<file path="config.mk">
export PLATFORM = sky130hd
export DESIGN_NAME = mem_wb_stage
export DESIGN_NICKNAME = d
export VERILOG_FILES = /design/src/rtl/mem_wb_stage.sv
export SDC_FILE = /design/constraint.sdc
export NUM_CORES = 1
export LEC_CHECK = 0
export ABC_AREA = 1
export CAP_MARGIN = 20
export CORE_ASPECT_RATIO = 2
export CORE_UTILIZATION = 40
export CTS_CLUSTER_SIZE = 8
export DETAILED_ROUTE_END_ITERATION = 8
export GPL_ROUTABILITY_DRIVEN = 0
export PLACE_DENSITY = 0.78
export SYNTH_ARGS = -nofsm -noshare
export SYNTH_HDL_FRONTEND = slang
export SYNTH_SLANG_ARGS = --single-unit
</file>
<file path="constraint.sdc">
create_clock -name clk -period 4.7 [get_ports clk]
set_clock_uncertainty 0.2 [all_clocks]
set_input_delay 1.175 -clock clk [delete_from_list [all_inputs] [get_ports clk]]
set_output_delay 1.175 -clock clk [all_outputs]
set_load 0.1 [all_outputs]
</file>
<file path="src/rtl/mem_wb_stage.sv">
// rtl/mem_wb_stage.sv - memory-access and writeback stage with req/ack data memory port
module mem_wb_stage #(
  parameter int N          = 32,
  parameter int MEM_ADDR_W = 16,
  parameter int ADDR_BASE  = 1024,
  parameter int TIMEOUT    = 64
) (
  input  logic                  clk,
  input  logic                  rst,
  input  logic                  WB_ENIn,
  input  logic                  MEM_R_ENIn,
  input  logic                  MEM_W_ENIn,
  input  logic [3:0]            DestIn,
  input  logic [N-1:0]          ALU_ResIn,
  input  logic [N-1:0]          Val_RmIn,
  output logic                  memReqOut,
  output logic                  memWeOut,
  output logic [MEM_ADDR_W-1:0] memAddrOut,
  output logic [N-1:0]          memWDataOut,
  input  logic [N-1:0]          memRDataIn,
  input  logic                  memAckIn,
  output logic                  freezeOut,
  output logic                  WB_ENOut,
  output logic [3:0]            WB_DestOut,
  output logic [N-1:0]          WB_ValueOut,
  output logic                  errOut
);

  localparam int CNT_W = (TIMEOUT > 1) ? $clog2(TIMEOUT) : 1;
  localparam logic [CNT_W-1:0] CNT_LAST = CNT_W'(TIMEOUT - 1);

  localparam logic [0:0] ST_IDLE = 1'b0;
  localparam logic [0:0] ST_WAIT = 1'b1;

  logic [0:0]            state_q, state_d;
  logic [CNT_W-1:0]      cnt_q, cnt_d;
  logic                  req_q, req_d;
  logic                  we_q, we_d;
  logic [MEM_ADDR_W-1:0] addr_q, addr_d;
  logic [N-1:0]          wdata_q, wdata_d;
  logic                  wb_en_q, wb_en_d;
  logic [3:0]            wb_dest_q, wb_dest_d;
  logic [N-1:0]          wb_value_q, wb_value_d;
  logic                  err_q, err_d;
  logic [3:0]            lat_dest_q, lat_dest_d;
  logic                  lat_wb_q, lat_wb_d;

  logic                  mem_op;
  logic                  cnt_expired;
  logic [N-1:0]          byte_off;
  logic [MEM_ADDR_W-1:0] word_addr;

  assign mem_op      = MEM_R_ENIn | MEM_W_ENIn;
  assign cnt_expired = (cnt_q == CNT_LAST);
  // Byte offset from the memory window base wraps modulo 2^N; low two bits are dropped.
  assign byte_off    = ALU_ResIn - N'(ADDR_BASE);
  assign word_addr   = MEM_ADDR_W'(byte_off >> 2);

  // Next-state: issue from IDLE, retire on ack or abandon on timeout in WAIT.
  always_comb begin
    state_d    = state_q;
    cnt_d      = cnt_q;
    req_d      = req_q;
    we_d       = we_q;
    addr_d     = addr_q;
    wdata_d    = wdata_q;
    wb_en_d    = wb_en_q;
    wb_dest_d  = wb_dest_q;
    wb_value_d = wb_value_q;
    err_d      = err_q;
    lat_dest_d = lat_dest_q;
    lat_wb_d   = lat_wb_q;
    case (state_q)
      ST_IDLE: begin
        if (mem_op) begin
          state_d    = ST_WAIT;
          cnt_d      = '0;
          req_d      = 1'b1;
          // A simultaneous read and write request is treated as a store.
          we_d       = MEM_W_ENIn;
          addr_d     = word_addr;
          wdata_d    = Val_RmIn;
          lat_dest_d = DestIn;
          lat_wb_d   = WB_ENIn;
          wb_en_d    = 1'b0;
        end else begin
          wb_en_d    = WB_ENIn;
          wb_dest_d  = DestIn;
          wb_value_d = ALU_ResIn;
        end
      end
      ST_WAIT: begin
        wb_en_d = 1'b0;
        if (memAckIn) begin
          // Ack wins over a coinciding timeout, so errOut is left alone here.
          state_d = ST_IDLE;
          req_d   = 1'b0;
          cnt_d   = '0;
          if (!we_q) begin
            wb_en_d    = lat_wb_q;
            wb_dest_d  = lat_dest_q;
            wb_value_d = memRDataIn;
          end
        end else if (cnt_expired) begin
          state_d = ST_IDLE;
          req_d   = 1'b0;
          cnt_d   = '0;
          err_d   = 1'b1;
        end else begin
          cnt_d = cnt_q + CNT_W'(1);
        end
      end
      default: begin
        state_d = ST_IDLE;
        req_d   = 1'b0;
        wb_en_d = 1'b0;
      end
    endcase
  end

  // Upstream stall: held while an access is pending, released in the ack or expiry cycle.
  always_comb begin
    freezeOut = 1'b0;
    if (!rst) begin
      if (state_q == ST_IDLE) begin
        freezeOut = mem_op;
      end else begin
        freezeOut = !memAckIn && !cnt_expired;
      end
    end
  end

  // State and output registers; reset abandons any outstanding access.
  always_ff @(posedge clk) begin
    if (rst) begin
      state_q    <= ST_IDLE;
      cnt_q      <= '0;
      req_q      <= 1'b0;
      we_q       <= 1'b0;
      addr_q     <= '0;
      wdata_q    <= '0;
      wb_en_q    <= 1'b0;
      wb_dest_q  <= '0;
      wb_value_q <= '0;
      err_q      <= 1'b0;
      lat_dest_q <= '0;
      lat_wb_q   <= 1'b0;
    end else begin
      state_q    <= state_d;
      cnt_q      <= cnt_d;
      req_q      <= req_d;
      we_q       <= we_d;
      addr_q     <= addr_d;
      wdata_q    <= wdata_d;
      wb_en_q    <= wb_en_d;
      wb_dest_q  <= wb_dest_d;
      wb_value_q <= wb_value_d;
      err_q      <= err_d;
      lat_dest_q <= lat_dest_d;
      lat_wb_q   <= lat_wb_d;
    end
  end

  assign memReqOut   = req_q;
  assign memWeOut    = we_q;
  assign memAddrOut  = addr_q;
  assign memWDataOut = wdata_q;
  assign WB_ENOut    = wb_en_q;
  assign WB_DestOut  = wb_dest_q;
  assign WB_ValueOut = wb_value_q;
  assign errOut      = err_q;

endmodule

</file>
==> out/qor.csv <==
stage,metric,value,unit
status,status,finished clean,
synthesis,post_synth.cell_area_avg,7.05,µm²
detailed_routing,route.antenna.remaining_nets,0,
synthesis,unique_masters_post_synth,23,
placed_design,placement.setup.worst_slack,0.821,ns
timing,timing.final.setup_violations,0,
synthesis,synth_enable_flop_cells,0,
cells_and_area,ff_latch_area,2000,µm²
setup_path,rr_endpoint,memAddrOut[10],
floorplanning,boundaryPins,195,
worst_hold_path,hold_path_depth,2,
cells_and_area,final_cell_mix,"193 x sky130_fd_sc_hd__clkdlybuf4s50_1, 154 x sky130_fd_sc_hd__nor2_1, 111 x sky130_fd_sc_hd__o21ai_0",
worst_hold_path,holdCritStartpoint,memReqOut,
power,ir_worst_vdd,0.000302,V
detailed_routing,detailedRoute.firstPassIterationCount,4,
cells_and_area,mostFrequentLayoutCell,sky130_fd_sc_hd__clkdlybuf4s50_1,
cells_and_area,multiInputGateArea,1780,µm²
run,cap_viol_max_count,0,
synthesis,synth_warnings,0,
worst_hold_path,min-delay-path-class,flop to flop,
clock_tree,cts.root.buffer_cell,sky130_fd_sc_hd__clkbuf_16,
global_route,global_route_total_overflow,0,
synthesis,ys_dominant_reg_cell,sky130_fd_sc_hd__dfxtp_1,
floorplanning,core_region_area,9830,µm²
floorplanning,die_w,73.4,µm
timing,period_share,0.828,
setup_path,critical_path_endpoint_category,output pin,
detailed_routing,vias,4300,
synthesis,synth_top_cell_by_area,sky130_fd_sc_hd__dfxtp_1,
clock_tree,ctsLongestPathBuffers,2,
setup_path,wp_data_required,3.32,ns
timing,final_count_of_hold_timing_violations,0,
cells_and_area,share_of_cells_above_drive_strength_1,0.0435,
setup_path,launching_element_type_of_the_critical_path,input pin,
timing,final-max-slew-violation-count,0,
setup_path,reg2reg_slack,2.17,ns
placed_design,port_buffers,194,
floorplanning,die_area,10600,µm²
detailed_routing,vias_per_cell,4.83,
synthesis,synth_nets,686,
timing,worstMarginPinSlew,1.04,ns
timing,slew_headroom,0.306,
detailed_routing,wl_per_cell,13.7,µm
synthesis,synth_largest_type_area_fraction,0.491,
detailed_routing,remaining_drc_errors,0,
global_route,grt.total_usage,0.231,
global_route,via_count_of_the_first_global_routing_pass,4174,
clock_tree,cts-hold-fix-buffers,0,
setup_path,crit_arrival,2.51,ns
cells_and_area,finish.net_count,862,
global_route,grt_max_degree,93,
synthesis,syn_area,4080,µm²
clock_tree,post_cts_resized,0,
clock_tree,tritoncts_num_sinks,100,
setup_path,rr_startpoint,state_q,
global_route,grt_antenna_before_repair,0,
timing,postLayoutSetupSlackWorst,0.810,ns
setup_path,crit_path_category,input pin to output pin,
clock_tree,clock_latency,0.34,ns
cells_and_area,syn2layout_area_growth,57.7,%
placed_design,place.detailed.hpwl,8.92,mm
synthesis,post_synth_inst_count,578,
timing,grt_setup_unrepaired,false,
cells_and_area,post-route-util,0.654,
synthesis,postSynth.asyncResetShare,0,
detailed_routing,drtIter0Drc,201,
clock_tree,ctsHtreeMaxLevel,3,
detailed_routing,wirelength,12.2,mm
floorplanning,initial_utilization,0.415,
clock_tree,clock_tree_from_tritoncts,done,
synthesis,ys_seq_area_frac,0.491,
power,powerDensity,454,nW/µm²
clock_tree,clk_pin_slew,0.07,ns
timing,post-route-min-period,3.89,ns
cells_and_area,antenna_cells,0,
clock_tree,cts.repair_timing.setup_buffer_count,0,
floorplanning,number_of_cell_rows,51,
synthesis,synth.ff_latch_count,100,
timing,final.setup.tns,0,ns
cells_and_area,num-fill-cells,859,
setup_path,path_max_fanout,17,
global_route,grt_pass1_wl,18.9,mm
timing,max_clock_freq,0.257,GHz
power,total_leakage_power,2.73,nW
floorplanning,floorplan_die_height,145,µm
synthesis,synth_area_leaders,"sky130_fd_sc_hd__dfxtp_1 49%, sky130_fd_sc_hd__nor2_1 14%, sky130_fd_sc_hd__o21ai_0 14%",
setup_path,worst_r2r_path_depth,7,
clock_tree,number_of_clock_buffers_inserted_by_tritoncts,9,
timing,holdWs,0.257,ns
worst_hold_path,hold_end,memReqOut,
==> cell families (layout without fill, tap and decap cells) <==
kind of cell,after synthesis,in the layout,share of synthesized area
xor gates and xnor gates,3,3,0.00645
adders and majority gates,2,2,0.00614
and+or+nand+nor,282,282,0.271
AOI/OAI and AO/OA,122,122,0.152
buffers and inverters,69,250,0.0737
DFF,100,100,0.491
==> cell type report <==
type                            instances  area share
Sequential cell                       100       0.312
Timing Repair Buffer                  199       0.309
Multi-Input combinational cell        409       0.276
Clock buffer                           11      0.0393
Tap cell                              132      0.0257
Inverter                               35      0.0208
Clock inverter                          5      0.0167
==> report_power, final <==
part	internal [mW]	total, mW	switching [mW]
Sequential	0.934	0.976	0.0419
Clock	0.551	0.863	0.312
Combinational	0.274	1.08	0.802
==> stage by stage <==
stage,power [mW],instance area (µm²),cells
4_1_cts,2.94,6430,891
6_report,2.92,6430,891
5_1_grt,3.03,6430,891
2_1_floorplan,1.77,4080,578
3_3_place_gp,2.06,6070,875
3_5_place_dp,2.07,6070,875
==> cell usage after synthesis (all sizes together) (2+ instances only) <==
library cell    n
nand3          19
buf            20
a21oi           6
inv            35
xor2            3
clkbuf         14
o21ai         111
dfxtp         100
nor2          156
a31oi           2
o22ai           2
ha              2
nand2         104
nand3b          2
==> routing by layer <==
metal / vias up / share of wire / track usage
met5: - / 0 / 0
met4: 0 / 0.038 / 0.119
met3: 31 / 0.061 / 0.0485
met2: 177 / 0.53 / 0.422
met1: 1909 / 0.37 / 0.243
li1: 2183 / - / -
==> worst max-delay path, stage by stage <==
cell and delay (ns):
sky130_fd_sc_hd__clkdlybuf4s50_1 0.42, sky130_fd_sc_hd__nor2_1 0.25, sky130_fd_sc_hd__nor2_2 0.06, sky130_fd_sc_hd__nand2_1 0.07
sky130_fd_sc_hd__buf_4 0.20, sky130_fd_sc_hd__nand2_1 0.14, sky130_fd_sc_hd__buf_12 0.19
==> sequential cells by signal, summed over array words and instances (netlist names) <==
signal and count:
WB_ENOut 1, memReqOut 1, errOut 1, lat_wb_q 1
WB_DestOut 4, lat_dest_q 4, memWDataOut 32, memWeOut 1
WB_ValueOut 32, state_q 1, memAddrOut 16, cnt_q 6
==> worst max-delay path by stage <==
| stage | start | end | slack (ns) | depth (start not counted) |
|---|---|---|---|---|
| global route | MEM_W_ENIn | freezeOut | 0.69 | 7 |
| finish | MEM_W_ENIn | freezeOut | 0.81 | 7 |
| floorplan | MEM_W_ENIn | freezeOut | 0.95 | 5 |
| detailed placement | MEM_W_ENIn | freezeOut | 0.82 | 7 |
| CTS | MEM_W_ENIn | freezeOut | 0.81 | 7 |
| global placement | MEM_W_ENIn | freezeOut | 0.81 | 7 |
Power figures use the tool's default switching activity.
